File: config.mk
export PLATFORM = sky130hd
export DESIGN_NAME = seq_mem_bank_mp_flat
export DESIGN_NICKNAME = d
export VERILOG_FILES = /design/src/rtl/seq_mem_bank_if.sv /design/src/rtl/seq_mem_bank_mp.sv /design/src/flat_wrapper.sv
export SDC_FILE = /design/constraint.sdc
export NUM_CORES = 1
export LEC_CHECK = 0
export ABC_AREA = 1
export ABC_CLOCK_PERIOD_IN_PS = 4200
export CORE_MARGIN = 2
export CORE_UTILIZATION = 45
export DETAILED_ROUTE_END_ITERATION = 8
export GPL_ROUTABILITY_DRIVEN = 0
export PLACE_DENSITY = 0.62
export SLEW_MARGIN = 20
export SYNTH_ARGS = -nofsm -noshare
export SYNTH_HDL_FRONTEND = slang
export SYNTH_SLANG_ARGS = --single-unit
File: constraint.sdc
create_clock -name clk -period 4.2 [get_ports clk]
set_clock_uncertainty 0.15 [all_clocks]
set_input_delay 0.63 -clock clk [delete_from_list [all_inputs] [get_ports clk]]
set_output_delay 0.63 -clock clk [all_outputs]
set_load 0.02 [all_outputs]
File: src/rtl/seq_mem_bank_if.sv
// Bus bundle for seq_mem_bank_mp: masked write ports,
// registered read port and the sweep-clear handshake.
interface seq_mem_bank_if #(
  parameter int WIDTH = 8,
  parameter int NWR   = 2,
  parameter int AW    = 4
);
  logic [NWR-1:0]       wr_en;
  logic [NWR*AW-1:0]    wr_addr;
  logic [NWR*WIDTH-1:0] wr_data;
  logic [NWR*WIDTH-1:0] wr_mask;
  logic                 rd_en;
  logic [AW-1:0]        rd_addr;
  logic [WIDTH-1:0]     rd_data;
  logic                 rd_valid;
  logic                 clr_req;
  logic                 clr_busy;
  logic                 clr_done;
  logic                 oob_err;

  modport master (
    output wr_en, wr_addr, wr_data, wr_mask,
    output rd_en, rd_addr, clr_req,
    input  rd_data, rd_valid,
    input  clr_busy, clr_done, oob_err
  );

  modport slave (
    input  wr_en, wr_addr, wr_data, wr_mask,
    input  rd_en, rd_addr, clr_req,
    output rd_data, rd_valid,
    output clr_busy, clr_done, oob_err
  );
endinterface

File: src/rtl/seq_mem_bank_mp.sv
// Multi-port memory bank: NWR masked write ports,
// one registered read port and a sweep-clear FSM.
module seq_mem_bank_mp #(
  parameter int WIDTH = 8,
  parameter int DEPTH = 16,
  parameter int NWR   = 2,
  parameter int AW    = (DEPTH > 1) ? $clog2(DEPTH) : 1
) (
  input logic          clk,
  input logic          rst_n,
  seq_mem_bank_if.slave bus
);

  localparam logic [AW:0] DEP  = (AW+1)'(DEPTH);
  localparam logic [AW:0] LAST = (AW+1)'(DEPTH - 1);
  localparam logic [AW:0] ONE  = (AW+1)'(1);

  typedef enum logic [1:0] {
    IDLE,
    CLEAR,
    DONE
  } state_t;

  state_t          state, state_n;
  logic [AW:0]     clr_idx, clr_idx_n;
  logic [WIDTH-1:0] mem [DEPTH];

  logic [AW-1:0]    wa    [NWR];
  logic [WIDTH-1:0] wd    [NWR];
  logic [WIDTH-1:0] wm    [NWR];
  logic [WIDTH-1:0] wword [NWR];
  logic [NWR-1:0]   wr_in;
  logic [NWR-1:0]   wr_ok;
  logic             rd_in;

  always_comb begin
    for (int p = 0; p < NWR; p++) begin
      wa[p]    = bus.wr_addr[p*AW +: AW];
      wd[p]    = bus.wr_data[p*WIDTH +: WIDTH];
      wm[p]    = bus.wr_mask[p*WIDTH +: WIDTH];
      wr_in[p] = {1'b0, wa[p]} < DEP;
    end
  end

  assign wr_ok = bus.wr_en & wr_in
               & {NWR{state == IDLE}};
  assign rd_in = {1'b0, bus.rd_addr} < DEP;

  // Every port hitting the same word computes the same
  // merged value; ascending order lets the top port win.
  always_comb begin
    for (int p = 0; p < NWR; p++) begin
      wword[p] = wr_in[p] ? mem[wa[p]] : '0;
      for (int q = 0; q < NWR; q++) begin
        if (wr_ok[q] && wa[q] == wa[p]) begin
          wword[p] = (wword[p] & ~wm[q])
                   | (wd[q] & wm[q]);
        end
      end
    end
  end

  always_ff @(posedge clk) begin
    if (state == CLEAR) begin
      mem[clr_idx[AW-1:0]] <= '0;
    end
    for (int p = 0; p < NWR; p++) begin
      if (wr_ok[p]) begin
        mem[wa[p]] <= wword[p];
      end
    end
  end

  always_ff @(posedge clk or negedge rst_n) begin
    if (!rst_n) begin
      bus.rd_data  <= '0;
      bus.rd_valid <= 1'b0;
      bus.oob_err  <= 1'b0;
    end else begin
      bus.rd_valid <= bus.rd_en;
      if (bus.rd_en) begin
        bus.rd_data <= rd_in ? mem[bus.rd_addr] : '0;
      end
      bus.oob_err <= (|(bus.wr_en & ~wr_in))
                   | (bus.rd_en & ~rd_in);
    end
  end

  always_ff @(posedge clk or negedge rst_n) begin
    if (!rst_n) begin
      state   <= IDLE;
      clr_idx <= '0;
    end else begin
      state   <= state_n;
      clr_idx <= clr_idx_n;
    end
  end

  always_comb begin
    state_n   = state;
    clr_idx_n = clr_idx;
    unique case (state)
      IDLE: begin
        if (bus.clr_req) begin
          state_n   = CLEAR;
          clr_idx_n = '0;
        end
      end
      CLEAR: begin
        clr_idx_n = clr_idx + ONE;
        if (clr_idx == LAST) begin
          state_n = DONE;
        end
      end
      DONE: state_n = IDLE;
      default: state_n = IDLE;
    endcase
  end

  assign bus.clr_busy = (state == CLEAR);
  assign bus.clr_done = (state == DONE);

endmodule
File: src/flat_wrapper.sv
// flat-port wrapper written by rule: the top's interface ports become plain ports
module seq_mem_bank_mp_flat 
#(
  parameter int WIDTH = 8,
  parameter int DEPTH = 16,
  parameter int NWR   = 2,
  parameter int AW    = (DEPTH > 1) ? $clog2(DEPTH) : 1
)
  (clk, rst_n, bus_wr_en, bus_wr_addr, bus_wr_data, bus_wr_mask, bus_rd_en, bus_rd_addr, bus_clr_req, bus_rd_data, bus_rd_valid, bus_clr_busy, bus_clr_done, bus_oob_err);
  seq_mem_bank_if #(.WIDTH(WIDTH), .NWR(NWR), .AW(AW)) bus_i ();
  input logic clk;
  input logic rst_n;
  input wire logic [$bits(bus_i.wr_en)-1:0] bus_wr_en;
  input wire logic [$bits(bus_i.wr_addr)-1:0] bus_wr_addr;
  input wire logic [$bits(bus_i.wr_data)-1:0] bus_wr_data;
  input wire logic [$bits(bus_i.wr_mask)-1:0] bus_wr_mask;
  input wire logic [$bits(bus_i.rd_en)-1:0] bus_rd_en;
  input wire logic [$bits(bus_i.rd_addr)-1:0] bus_rd_addr;
  input wire logic [$bits(bus_i.clr_req)-1:0] bus_clr_req;
  output wire logic [$bits(bus_i.rd_data)-1:0] bus_rd_data;
  output wire logic [$bits(bus_i.rd_valid)-1:0] bus_rd_valid;
  output wire logic [$bits(bus_i.clr_busy)-1:0] bus_clr_busy;
  output wire logic [$bits(bus_i.clr_done)-1:0] bus_clr_done;
  output wire logic [$bits(bus_i.oob_err)-1:0] bus_oob_err;
  assign bus_i.wr_en = bus_wr_en;
  assign bus_i.wr_addr = bus_wr_addr;
  assign bus_i.wr_data = bus_wr_data;
  assign bus_i.wr_mask = bus_wr_mask;
  assign bus_i.rd_en = bus_rd_en;
  assign bus_i.rd_addr = bus_rd_addr;
  assign bus_i.clr_req = bus_clr_req;
  assign bus_rd_data = bus_i.rd_data;
  assign bus_rd_valid = bus_i.rd_valid;
  assign bus_clr_busy = bus_i.clr_busy;
  assign bus_clr_done = bus_i.clr_done;
  assign bus_oob_err = bus_i.oob_err;
  seq_mem_bank_mp #(.WIDTH(WIDTH), .DEPTH(DEPTH), .NWR(NWR), .AW(AW)) u_core (.clk(clk), .rst_n(rst_n), .bus(bus_i));
endmodule
==> results_dict.tcl, run 1 <==
set metrics [dict create \
    status "finished, final reports clean" \
    crit_path_start "bus_wr_addr[1]" \
    final_cell_mix "nand2_1, o21ai_0, edfxtp_1, inv_1, nand3_1" \
    max_slew.worst_pin.slew_ns 1.06 \
    layout_commonest_cell "nand2_1" \
    path_clk_slew_ns 0.06 \
    min_path_cells 2 \
    die_area_um2 25900 \
    dr.pass1.iters 6 \
    finalSetupViolCount 0 \
    routed_wl_um 42300 \
    power.leakage_uw 0.00577 \
    cts_max_level 4 \
    fin_util 0.514 \
    drt-vias-per-instance 5.65 \
    reg2reg_from "u_core.state[0]" \
    maxCapViolCount 0 \
    synthesis.nets 1749 \
    grt_start_max_net_pins 56 \
    overflow 0 \
    startpoint_type "input pin" \
    synth.area.top_cells "edfxtp_1, nand2_1, o21ai_0" \
    ir_drop_mv 0.194 \
    via_count 11700 \
    post_cts.resized_instances 0 \
    synth_cell_types 32 \
    routedWlPerCell_um 20.5 \
    reg2reg_setup_slack_ns 1.09 \
    crit_fanout 27 \
    holdPathEnd "u_core.bus.rd_data[7]" \
    report.final.slew_viol_count 0 \
    finalHoldViolations 0 \
    fmax_ghz 0.315 \
    nNetsFinal 1784 \
    clockBufferDepth 2 \
    cts_tree "yes" \
    synth_top_area_cell "edfxtp_1" \
    crit_path_end_kind "flop" \
    grt_util_all_layers 0.328 \
    ant_nets 0 \
    syn_avg_cell_area_um2 6.52 \
    antenna_found_initial 1 \
    holdWs_ns 0.330 \
    n_fill_cell 2458 \
    hold_buffers 0 \
    rsz0062_at_grt "false" \
    yosysTopAreaCellShare 0.347 \
    maxSlewHeadroom 0.287 \
    synth_cells 1697 \
    cts_buffers 17 \
    drive_gt1_frac 0.0825 \
    post_cts_buffers 0 \
    grt_pass1_vias 10500 \
    drc 0 \
    syn-cell-area_um2 11100 \
    worstHoldPathType "reg2reg" \
    antenna_cells 0 \
    fin_crit_sh 0.757 \
    powerDensity_nw_per_um2 434 \
    cp_data_arrival_time_ns 3.33 \
    dp_hpwl_um 30000 \
    start_util 0.456 \
    area_growth_pct 12.7 \
    die_y_um 161 \
    cts-root-buf "clkbuf_16" \
    core_um2 24200 \
    synth_seq_area_share 0.383 \
    critPathRequiredTime_ns 4.35 \
    insertion_delay_ns 0.44 \
    yosysWarnings 0 \
    ios 62 \
    holdCritStartpoint "u_core.bus.rd_data[7]" \
    place_inst 2036 \
    grt_pass1_wl_um 63600 \
    die_w_um 161 \
    setup_tns_ns 0 \
    r2r_cells 10 \
    drtIter0Drc 1836 \
    synth_seq_cells 144 \
    fin_crit_ns 3.18 \
    final_cells 2069 \
    pre_cts_ws_ns 0.485 \
    cts_sinks 144 \
    crit_type "in2reg" \
    worstReg2RegEnd "u_core.mem[1][7]" \
    setup_ws_ns 1.02 \
    core.rowCount 57 \
    port_buffers 60 \
]
-- cell usage after synthesis --
| library cell | n |
|---|---|
| edfxtp_1 | 128 |
| clkbuf_2 | 1 |
| o22ai_1 | 5 |
| xor2_1 | 5 |
| nor2_2 | 20 |
| nor3_2 | 3 |
| dfrtp_1 | 16 |
| o21ai_1 | 5 |
| or2_2 | 1 |
| buf_1 | 4 |
| nor2_4 | 1 |
| nand2_2 | 16 |
| conb_1 | 1 |
| a31oi_1 | 2 |
| a21oi_1 | 51 |
| a211oi_1 | 10 |
| buf_2 | 25 |
| buf_4 | 12 |
| inv_2 | 22 |
| o221ai_1 | 4 |
| nand3_1 | 126 |
| nand2_1 | 743 |
| clkbuf_1 | 35 |
| clkinv_1 | 2 |
| nor2_1 | 120 |
| ha_1 | 2 |
| o21ai_0 | 160 |
| a21boi_0 | 2 |
| nand2_4 | 2 |
| inv_1 | 126 |
| buf_6 | 14 |
| o211ai_1 | 33 |
-- power breakdown --
group          switching (uW)  internal, uW
clock                     641           876
combinational            1310           497
sequential                188          1900
-- final cells by class --
class,instances,area (um2),area share
Sequential cell,144,4240,0.340
Timing Repair Buffer,107,951,0.0762
Tap cell,324,405,0.0325
Inverter,150,563,0.0451
Clock buffer,25,528,0.0423
Clock inverter,7,46.3,0.00371
Multi-Input combinational cell,1312,5740,0.460
-- per-stage QoR --
step / power, uW / instance area [um2]
floorplan: 3150 / 11100
global placement: 3830 / 11900
detailed placement: 3850 / 11900
CTS: 5350 / 12500
global route: 5640 / 12500
finish: 5410 / 12500
-- layer usage --
layer	routed length, um	share of wire	global-route usage
met2	18000	0.42	0.502
met5	0	0	0
met4	2870	0.068	0.200
met3	4910	0.12	0.0602
met1	16600	0.39	0.434
-- state kept, by name (all words and copies together), names as in the netlist --
| register | cells |
|---|---|
| u_core.bus.rd_valid | 1 |
| u_core.clr_idx | 5 |
| u_core.bus.rd_data | 8 |
| u_core.state | 2 |
| u_core.mem | 128 |
-- worst max-delay path by stage --
stage	to
floorplan	u_core.mem[12][0]
global placement	u_core.mem[15][3]
detailed placement	u_core.mem[15][4]
CTS	u_core.mem[15][7]
global route	u_core.mem[3][2]
finish	u_core.mem[11][2]
-- logic make-up after synthesis --
| kind of cell | after synthesis | synth area share |
|---|---|---|
| and+or+nand+nor | 1032 | 0.376 |
| buffers and inverters | 241 | 0.0982 |
| adders and majority gates | 2 | 0.00226 |
| DFF | 144 | 0.383 |
| xor gates and xnor gates | 5 | 0.00396 |
| other | 1 | 0.000339 |
| AOI/OAI and AO/OA | 272 | 0.135 |
-- critical path, stage by stage --
cell and delay, ns:
clkdlybuf4s50_1 0.53, buf_4 0.37, xor2_1 0.13, nor2_2 0.26
nand2_4 0.19, nor2_4 0.27, nand2_1 0.08, nand2_1 0.07
nand2_1 0.05, nand2_2 0.49, nand2_1 0.13, nand2_1 0.09
No activity file was read; power rests on OpenSTA's default activity.
==> run 2, diff against run 1 <==
--- a/config.mk
+++ b/config.mk
@@ -6,12 +6,12 @@
 export NUM_CORES = 1
 export LEC_CHECK = 0
 export ABC_AREA = 1
-export ABC_CLOCK_PERIOD_IN_PS = 4200
+export ABC_CLOCK_PERIOD_IN_PS = 2700
 export CORE_MARGIN = 2
 export CORE_UTILIZATION = 45
 export DETAILED_ROUTE_END_ITERATION = 8
 export GPL_ROUTABILITY_DRIVEN = 0
-export PLACE_DENSITY = 0.62
+export PLACE_DENSITY = 0.64
 export SLEW_MARGIN = 20
 export SYNTH_ARGS = -nofsm -noshare
 export SYNTH_HDL_FRONTEND = slang
==> constraint.sdc (replaced) <==
create_clock -name clk -period 2.7 [get_ports clk]
set_clock_uncertainty 0.15 [all_clocks]
set_input_delay 0.405 -clock clk [delete_from_list [all_inputs] [get_ports clk]]
set_output_delay 0.405 -clock clk [all_outputs]
set_load 0.02 [all_outputs]
==> results_dict.tcl, run 2 (synthesized netlist as in run 1, its figures left out) <==
set metrics [dict create \
    report.final.slew_viol_count 0 \
    via_count 12200 \
    worstHoldPathType "in2async" \
    cts_buffers 17 \
    holdWs_ns 0.273 \
    cts_tree "yes" \
    ios 62 \
    routed_wl_um 43700 \
    core_um2 24200 \
    crit_type "reg2reg" \
    cts_max_level 4 \
    path_clk_slew_ns 0.07 \
    powerDensity_nw_per_um2 665 \
    cts-root-buf "clkbuf_16" \
    area_growth_pct 23.0 \
    routedWlPerCell_um 20.2 \
    hold_buffers 0 \
    cp_data_arrival_time_ns 2.51 \
    overflow 0 \
    cts_sinks 144 \
    layout_commonest_cell "nand2_1" \
    startpoint_type "flop" \
    port_buffers 60 \
    rsz0062_at_grt "false" \
    ir_drop_mv 0.513 \
    dp_hpwl_um 31900 \
    drtIter0Drc 2118 \
    pre_cts_ws_ns -0.180 \
    die_area_um2 25900 \
    dr.pass1.iters 6 \
    fin_crit_ns 2.52 \
    fin_crit_sh 0.932 \
    crit_fanout 10 \
    finalHoldViolations 0 \
    drc 0 \
    insertion_delay_ns 0.43 \
    grt_pass1_vias 11300 \
    maxCapViolCount 0 \
    nNetsFinal 1872 \
    maxSlewHeadroom 0.488 \
    grt_util_all_layers 0.338 \
    critPathRequiredTime_ns 2.69 \
    post_cts.resized_instances 0 \
    grt_pass1_wl_um 65900 \
    final_cell_mix "nand2_1, o21ai_0, edfxtp_1, inv_1, nand3_1" \
    drive_gt1_frac 0.128 \
    finalSetupViolCount 0 \
    core.rowCount 57 \
    antenna_found_initial 0 \
    drt-vias-per-instance 5.67 \
    die_y_um 161 \
    crit_path_end_kind "flop" \
    start_util 0.456 \
    setup_ws_ns 0.184 \
    largest_register_ff_count 128 \
    fmax_ghz 0.397 \
    clockBufferDepth 2 \
    fin_util 0.561 \
    max_slew.worst_pin.slew_ns 0.766 \
    power.leakage_uw 0.00634 \
    die_w_um 161 \
    status "finished, final reports clean" \
    grt_start_max_net_pins 74 \
    post_cts_buffers 0 \
    ant_nets 0 \
]
run 2: changes by cell type in the layout (fill, tap and decap cells not counted), moves of 2 or more:
cell | before | now
buf_4 | 46 | 98
clkinvlp_4 | 0 | 3
clkbuf_8 | 3 | 0
inv_8 | 0 | 3
clkinv_4 | 2 | 0
inv_4 | 3 | 0
clkbuf_16 | 19 | 17
buf_12 | 1 | 37
bufinv_16 | 0 | 2
o21ai_0 | 156 | 158
inv_6 | 0 | 6
o21ai_1 | 9 | 7
clkbuf_1 | 3 | 0
run 2: layout make-up:
type	count	area (um2)
diodes	1	2.50
well taps	324	405
clock inverters	15	174
inverters	150	563
fillers	2322	10600
multi-input cells	1312	5740
flip-flops and latches	144	4240
repair buffers	195	2060
clock buffers	17	425
run 2: metal layers:
| layer | GRT usage | vias up | wire, um |
|---|---|---|---|
| met5 | 0 | - | 0 |
| met3 | 0.0573 | 139 | 4960 |
| met4 | 0.180 | 0 | 2440 |
| met1 | 0.457 | 5552 | 17100 |
| met2 | 0.522 | 814 | 19200 |
| li1 | - | 5729 | - |
run 2: worst paths after layout:
path	from	to	slack (ns)	cells after the start
hold / removal	rst_n	u_core.bus.rd_data[0]	0.27	1
max in group asynchronous	rst_n	u_core.state[0]	1.65	1
hold reg to reg	u_core.bus.rd_data[0]	u_core.bus.rd_data[0]	0.33	2
setup reg to reg	u_core.state[0]	u_core.mem[5][7]	0.18	9
min in group clk	u_core.bus.rd_data[0]	u_core.bus.rd_data[0]	0.33	2
setup / recovery	u_core.state[0]	u_core.mem[5][7]	0.18	9
run 2: critical path, stage by stage, from the launching register on:
cell and delay [ns]:
dfrtp_1 0.40, nor2_2 0.21, nand2_2 0.16, buf_12 0.18
o21ai_1 0.24, inv_1 0.14, nor2_1 0.22, inv_1 0.12
o21ai_0 0.20, buf_4 0.21
run 2: stage by stage:
stage | setup TNS (ns) | instances | instance area, um2 | total power [uW]
floorplan | 0 | 1697 | 11100 | 4900
global placement | -14.14 | 2125 | 13000 | 6430
detailed placement | -19.96 | 2125 | 13000 | 6480
CTS | 0 | 2157 | 13600 | 8960
global route | 0 | 2157 | 13600 | 9420
finish | 0 | 2158 | 13600 | 9060
run 2: power by group:
| part | leakage [uW] | internal [uW] | switching [uW] |
|---|---|---|---|
| clock | 0.000287 | 1400 | 1110 |
| sequential | 0.00139 | 2950 | 268 |
| combinational | 0.00466 | 1200 | 2130 |
| total | 0.00634 | 5550 | 3510 |
==> run 3, diff against run 2 <==
--- a/config.mk
+++ b/config.mk
@@ -9,6 +9,7 @@
 export ABC_CLOCK_PERIOD_IN_PS = 2700
 export CORE_MARGIN = 2
 export CORE_UTILIZATION = 45
+export CTS_CLUSTER_DIAMETER = 80
 export DETAILED_ROUTE_END_ITERATION = 8
 export GPL_ROUTABILITY_DRIVEN = 0
 export PLACE_DENSITY = 0.64
==> results of run 3 <==
Final layout, timing and power as in run 2 (identical DEF).
